### config.mk
export PLATFORM = sky130hd
export DESIGN_NAME = pc_seq_ctrl
export DESIGN_NICKNAME = d
export VERILOG_FILES = /design/src/rtl/pc_seq_ctrl.sv
export SDC_FILE = /design/constraint.sdc
export NUM_CORES = 1
export LEC_CHECK = 0
export ABC_AREA = 1
export CORE_ASPECT_RATIO = 1.25
export CORE_MARGIN = 4
export CORE_UTILIZATION = 38
export DETAILED_ROUTE_END_ITERATION = 8
export PLACE_DENSITY = 0.74
export RECOVER_POWER = 100
export SETUP_SLACK_MARGIN = 0.15
export SYNTH_ARGS = -nofsm -noshare
export SYNTH_HDL_FRONTEND = slang
export SYNTH_SLANG_ARGS = --single-unit
export TNS_END_PERCENT = 5
### constraint.sdc
create_clock -name clk -period 1.2 [get_ports clk]
set_input_delay 0.3 -clock clk [delete_from_list [all_inputs] [get_ports clk]]
set_output_delay 0.3 -clock clk [all_outputs]
set_load 0.005 [all_outputs]
### src/rtl/pc_seq_ctrl.sv
// Multi-cycle fetch/decode/execute sequencer and sole source of PC-update commands.
// Optional macro CTRL_TRAP_EN: undefined opcodes trap to HALT with a sticky illegal_op.
module pc_seq_ctrl #(
    parameter int IW  = 16,
    parameter int OPW = 5
) (
    input  logic          clk,
    input  logic          rst,
    input  logic          start,
    input  logic [IW-1:0] imem_data,
    input  logic          imem_valid,
    input  logic          dmem_valid,
    input  logic          zero_flag,
    input  logic          carry_flag,
    output logic          imem_req,
    output logic          dmem_req,
    output logic          dmem_we,
    output logic          en_pc,
    output logic [1:0]    pc_ctrl,
    output logic [7:0]    offset_addr,
    output logic          alu_en,
    output logic [1:0]    alu_op,
    output logic          rf_we,
    output logic [2:0]    rf_waddr,
    output logic          rf_sel_mem,
    output logic          halted,
    output logic          illegal_op
);

    typedef enum logic [2:0] {
        S_IDLE, S_FETCH, S_DECODE, S_EXEC, S_MEM, S_WB, S_HALT
    } state_t;

    localparam logic [OPW-1:0] OP_NOP   = 5'b00000;
    localparam logic [OPW-1:0] OP_LOAD  = 5'b00001;
    localparam logic [OPW-1:0] OP_STORE = 5'b00010;
    localparam logic [OPW-1:0] OP_JMP   = 5'b01000;
    localparam logic [OPW-1:0] OP_JZ    = 5'b01001;
    localparam logic [OPW-1:0] OP_JC    = 5'b01010;
    localparam logic [OPW-1:0] OP_HALT  = 5'b11111;

    localparam logic [1:0] PC_HOLD = 2'b00;
    localparam logic [1:0] PC_INC  = 2'b01;
    localparam logic [1:0] PC_ABS  = 2'b10;
    localparam logic [1:0] PC_REL  = 2'b11;

    state_t          state_q, state_d;
    logic [IW-1:0]   ir_q, ir_d;
    logic [OPW-1:0]  opcode;
    logic            is_alu, is_ld, is_st, is_jmp, is_jz, is_jc, is_halt, is_undef;

    assign opcode      = ir_q[IW-1 -: OPW];
    assign offset_addr = ir_q[7:0];
    assign rf_waddr    = ir_q[10:8];
    assign alu_op      = ir_q[IW-OPW+1 : IW-OPW];

    assign is_alu   = (opcode[OPW-1:2] == 3'b001);
    assign is_ld    = (opcode == OP_LOAD);
    assign is_st    = (opcode == OP_STORE);
    assign is_jmp   = (opcode == OP_JMP);
    assign is_jz    = (opcode == OP_JZ);
    assign is_jc    = (opcode == OP_JC);
    assign is_halt  = (opcode == OP_HALT);
    assign is_undef = !(is_alu || is_ld || is_st || is_jmp || is_jz || is_jc || is_halt
                        || opcode == OP_NOP);

`ifdef CTRL_TRAP_EN
    logic ill_q, ill_d;
    assign illegal_op = ill_q;
`else
    assign illegal_op = 1'b0;
`endif

    always_ff @(posedge clk or negedge rst) begin
        if (!rst) begin
            state_q <= S_IDLE;
            ir_q    <= '0;
`ifdef CTRL_TRAP_EN
            ill_q   <= 1'b0;
`endif
        end else begin
            state_q <= state_d;
            ir_q    <= ir_d;
`ifdef CTRL_TRAP_EN
            ill_q   <= ill_d;
`endif
        end
    end

    always_comb begin
        state_d    = state_q;
        ir_d       = ir_q;
`ifdef CTRL_TRAP_EN
        ill_d      = ill_q;
`endif
        imem_req   = 1'b0;
        dmem_req   = 1'b0;
        dmem_we    = 1'b0;
        en_pc      = 1'b0;
        pc_ctrl    = PC_HOLD;
        alu_en     = 1'b0;
        rf_we      = 1'b0;
        rf_sel_mem = 1'b0;
        halted     = 1'b0;
        unique case (state_q)
            S_IDLE: if (start) state_d = S_FETCH;
            S_FETCH: begin
                imem_req = 1'b1;
                if (imem_valid) begin
                    ir_d    = imem_data;
                    state_d = S_DECODE;
                end
            end
            S_DECODE: begin
                if (is_halt)              state_d = S_HALT;
                else if (is_ld || is_st)  state_d = S_MEM;
`ifdef CTRL_TRAP_EN
                else if (is_undef) begin
                    state_d = S_HALT;
                    ill_d   = 1'b1;
                end
`endif
                else                      state_d = S_EXEC;
            end
            S_EXEC: begin
                if (is_alu) begin
                    alu_en  = 1'b1;
                    state_d = S_WB;
                end else begin
                    // Jumps and NOP-like opcodes retire here; undefined opcodes fall to increment.
                    en_pc   = 1'b1;
                    state_d = S_FETCH;
                    if (is_jmp)     pc_ctrl = PC_ABS;
                    else if (is_jz) pc_ctrl = zero_flag  ? PC_REL : PC_INC;
                    else if (is_jc) pc_ctrl = carry_flag ? PC_REL : PC_INC;
                    else            pc_ctrl = PC_INC;
                end
            end
            S_MEM: begin
                dmem_req = 1'b1;
                dmem_we  = is_st;
                if (dmem_valid) state_d = S_WB;
            end
            S_WB: begin
                en_pc      = 1'b1;
                pc_ctrl    = PC_INC;
                rf_we      = is_alu || is_ld;
                rf_sel_mem = is_ld;
                state_d    = S_FETCH;
            end
            S_HALT:  halted = 1'b1;
            default: state_d = S_IDLE;
        endcase
    end

endmodule

== After elaboration in Yosys (flattened, before gate mapping) ==
Cells that the tools add are included.
Storage, ports and cells
  register bits: 19
  input bits: 23
  logic and storage cells: 48
Cells by class
  equal/unequal tests: 16
  mux-type cells: 24
  bitwise logic cells: 1
  reductions and logical operators: 5
Operator list (number)
  3-bit one-hot mux with 7 select lines: 1
  3-bit two-way mux: 6
  5-bit by 4-bit equality test with 1-bit output, second input constant: 3
  2-bit two-way mux: 6
  3-bit equality test, second input constant: 3
  1-bit two-way mux: 9
  3-bit by 1-bit equality test with 1-bit output, second input constant: 2
  3-bit by 2-bit equality test with 1-bit output, second input constant: 2
  2-bit inequality test, second input constant: 3
  5-bit by 1-bit equality test with 1-bit output, second input constant: 1
  5-bit by 2-bit equality test with 1-bit output, second input constant: 1
  5-bit equality test, second input constant: 1
  2-bit one-hot mux with 2 select lines: 1
  4-bit AND reduction: 1
  3-bit logical NOT: 1
  1-bit logical OR: 2
  1-bit one-hot mux with 2 select lines: 1
  2-bit AND reduction: 1
  1-bit NOT: 1

== Longest topological paths before layout ==
  depth after elaboration: 6
  gate-level depth with buffers: 8
  mapped depth without buffers: 8

== Least setup slack after synthesis ==
OpenSTA, ideal clock, no wires.
  kind: register to register
  start point: reg state_q[2]
  end point: reg ir_q[10]
  setup slack: -106 ps
  setup time: 125 ps
  data arrival time: 1181 ps
  period minus slack after synthesis: 1306 ps
  required time: 1075 ps
  cell stages (with the launch flop): 7
  cells stage by stage: dfrtp_1 inv_2 nand2_2 nor2_4 nand2_2 buf_6 mux2_4
Between the ends
  word-level cells in the longest chain between the ends: 2
RTL lines
  start: declaration: line 47  | state_t state_q, state_d;
  start signal: assignment: line 82  | state_q <= state_d;
  3-bit by 1-bit equality test with 1-bit output: line 105  | unique case (state_q)
  2-bit AND reduction (no source line)
  end signal: assignment: line 83  | ir_q <= ir_d;
  end: declaration: line 48  | logic [IW-1:0] ir_q, ir_d;
Every way passes these cells.
A chain may end at the register's enable or synchronous reset.

== Worst setup path after layout ==
  start point: reg ir_q[12]
  end point: reg state_q[2]
Between the ends
  word-level cells in the longest chain between the ends: 5
RTL lines
  5-bit by 1-bit equality test with 1-bit output / 5-bit by 2-bit equality test with 1-bit output (equally long branches): line 58, 59
  1-bit logical OR: line 116  | else if (is_ld || is_st) state_d = S_MEM;
  3-bit two-way mux: line 116
  3-bit two-way mux *: line 115  | if (is_halt) state_d = S_HALT;
  3-bit one-hot mux with 7 select lines *: line 105
Mark *: on every way between the ends. The rest lies on a longest branch, timed or not.

==> summary.txt <==
Global routing
  • Largest net degree at the start of global routing: 20
  • First-pass GRT wire length: about 5.7 mm
  • Overall Global Routing Usage: 19.1%
  • Initial antenna violation count: 0
  • Total gr overflow: 0
  • Vias in the first global route: 1296

Outcome
  • Failing checks: setup timing
  • Status: complete, but fails checks

Critical path
  • Worst Setup Path Type: reg2reg
  • CP arrival: 2040 ps
  • Worst R2R Path Depth: 14
  • Cell-by-cell trace of the critical path: nor2_2 -> nand3_2 -> buf_6 -> buf_6 -> buf_6 -> buf_6 -> buf_6 -> buf_6 -> buf_6 -> nand3_2 -> nand2_1 -> nand2_1 -> nand2_1 -> nand2_1
  • Worst path slowest cell: dfrtp_1
  • Levels on crit path: 14
  • Crit path from: ir_q[12]
  • CP bufs+invs: 7
  • Reg-to-reg endpoint: state_q[2]
  • Crit path to: state_q[2]
  • Crit path largest cell delay: 430 ps
  • Critical path's top delay family: buffers and inverters
  • CP max FO: 4
  • Critical R2R Launch: ir_q[12]
  • R2R setup slack: -590 ps
  • CP Data Required Time: 1440 ps
  • CP startpoint kind: register
  • Crit end category: register
  • Most numerous cell on the critical path: buf_6

Power and ir drop
  • Sequential power share: roughly a quarter
  • Worst VDD drop: 0.00159 V
  • Sw Share: 39.7%
  • Clock network power share: 6.3%
  • PD cells: 2340 mW/mm^2
  • Comb pwr share: 69.0%
  • Net Switching: just under 0.002 W
  • LEAKAGE: 1.04 nW
  • Power consumption: 0.00495 W
  • Internal power: 0.00298 W

STA
  • Slew Viols, Final: 0
  • RSZ-0062 raised after global routing: true
  • Clock Skews: 6.09 ps
  • Minimum clock period: 1790 ps
  • Final setup TNS: -11880 ps
  • Fin. Hold Viols: 0
  • Setup violators final: 31
  • Achievable Freq: 557 MHz
  • Setup slack after layout: -594 ps
  • Crit share post-route: 149%
  • Hold_ws: 478 ps

Synth
  • Synth Instances: 123
  • Count of different cell masters after synthesis: 19
  • Post-Syn Nets: 146
  • Mean Syn Cell Area: 8.92 sq um
  • Sequential fraction of the synthesis area: 43.3%
  • Top-area cell type share of the netlist area: 43.3%
  • #FFs+latches synth: 19
  • Top cells by area, synth: dfrtp_1 (43%), mux2_4 (14%), buf_4 (9.6%)
  • Yosys top cell by area: dfrtp_1
  • Synthesis warning total: 0
  • Syn Std Cell Area: between 0.001 and 0.0015 sq mm

Clock tree
  • Worst-skew pair later-pin latency: 290 ps
  • TritonCTS clock tree: done
  • CTS H-tree lvls: 1
  • Clock transition at the registers of the reported paths: 100 ps
  • Clock buffer depth: 2
  • CTS root buffer: clkbuf_4
  • Clock sink total: 19
  • Inserted Clock Buffers: 3
  • Cts hold-fix bufs: 0

Cells and area
  • Ant diodes: 0
  • Nets: 235
  • Layout Utilization: 77.4%
  • Synth-to-layout area growth: 92.7%
  • Fill cell count: 204
  • Share of layout cells above drive strength 1: 59.2%

Route
  • WL final: 3.61 mm
  • Pre-antenna DRT Iters: 4
  • Initial drt markers: 38
  • Via count: 1182
  • # DRC: 0
  • Routed Antenna Nets: 0
  • Vias per std cell: a little under 5
  • WL per Instance: 14.7 microns

Die
  • Num ports: 47
  • Num rows: 21
  • Core area: 0.00273 sq mm
  • Chip height: 68.1 microns
  • Die footprint: between 0.003 and 0.004 sq mm
  • Die X: between 50 and 60 microns
  • Initial Util: between 40% and 50%

Flow run
  • # Max-Cap Violations: 0

Hold path
  • HP Class: in2async

Placement
  • I/O Buffers: 45
  • DP HPWL: 2.07 mm
  • GPL Wtd Cong: 0.784
  • Setup slack at placement: -704 ps
[state kept, by name (all words and copies together) (netlist names)]
| name | cells |
|---|---|
| ir_q | 16 |
| state_q | 3 |
[final cells by class]
type	instances	area [sq um]	area share, %
multi-input cells	75	638	30.2
clock buffers	4	26.3	1.24
inverters	13	56.3	2.66
flip-flops and latches	19	477	22.5
well taps	34	42.5	2.01
repair buffers	100	875	41.4
[worst min-delay path by stage]
stage	start	to	slack [ps]	cells past startpoint
6_report	rst	ir_q[2]	480	2
5_1_grt	rst	ir_q[0]	500	2
3_5_place_dp	ir_q[7]	ir_q[7]	490	1
2_1_floorplan	rst	ir_q[0]	4	0
3_3_place_gp	ir_q[0]	ir_q[0]	490	1
4_1_cts	rst	ir_q[2]	330	2
[cells by family after synthesis]
kind of cell | after synthesis | share of synthesized area [%]
compound gates | 13 | 6.16
buf+inv | 29 | 15.5
flops | 19 | 43.3
mux | 11 | 14.7
other cells | 1 | 0.342
simple gates | 50 | 20.0
[stage by stage]
| step | instance area [sq um] | cells |
|---|---|---|
| after floorplan | 1100 | 123 |
| after global placement | 1650 | 208 |
| after detailed placement | 1650 | 208 |
| after CTS | 2030 | 242 |
| after global routing | 2110 | 245 |
| final | 2110 | 245 |
[synth_stat cells (all sizes together)]
| library cell | n |
|---|---|
| nor2 | 19 |
| conb | 1 |
| dfrtp | 19 |
| inv | 13 |
| a211oi | 1 |
| o21ai | 4 |
| a21oi | 8 |
| nand3b | 1 |
| mux2 | 11 |
| nor3 | 3 |
| nand3 | 9 |
| nand2 | 18 |
| buf | 16 |
[power groups by stage]
stage                     Sequential, W  Clock, W  Combinational (W)
after floorplan                 0.00117         0            0.00140
after global placement          0.00117         0            0.00237
after detailed placement        0.00119         0            0.00244
after CTS                       0.00119  0.000328            0.00307
after global routing            0.00126  0.000355            0.00365
final                           0.00122  0.000313            0.00341
[what timing repair did]
action,CTS,global route
pin swaps,19,16
buffers inserted,30,3
endpoints found under the setup margin,42,42
resized for setup,113,52
endpoints found under the hold margin,0,0
[metal layers]
layer	track usage (%)	vias to the layer above	wire length [microns]
met5	0	-	0
met4	11.0	0	150
met3	3.96	15	218
met2	35.4	47	1890
met1	20.2	562	1350
li1	-	558	-
[layout by cell type, fill, tap and decap left out, types with 6 or more instances in the layout]
cell type / netlist / routed
buf_4: 14 / 28
a21oi_1: 8 / 6
inv_2: 1 / 6
nand3_2: 0 / 6
nor2_4: 1 / 9
clkbuf_1: 0 / 8
dfrtp_1: 19 / 18
buf_6: 1 / 27
nand2_1: 16 / 14
clkdlybuf4s50_1: 0 / 21
mux2_4: 10 / 10
buf_2: 1 / 7
(Power assumes the default switching activity.)
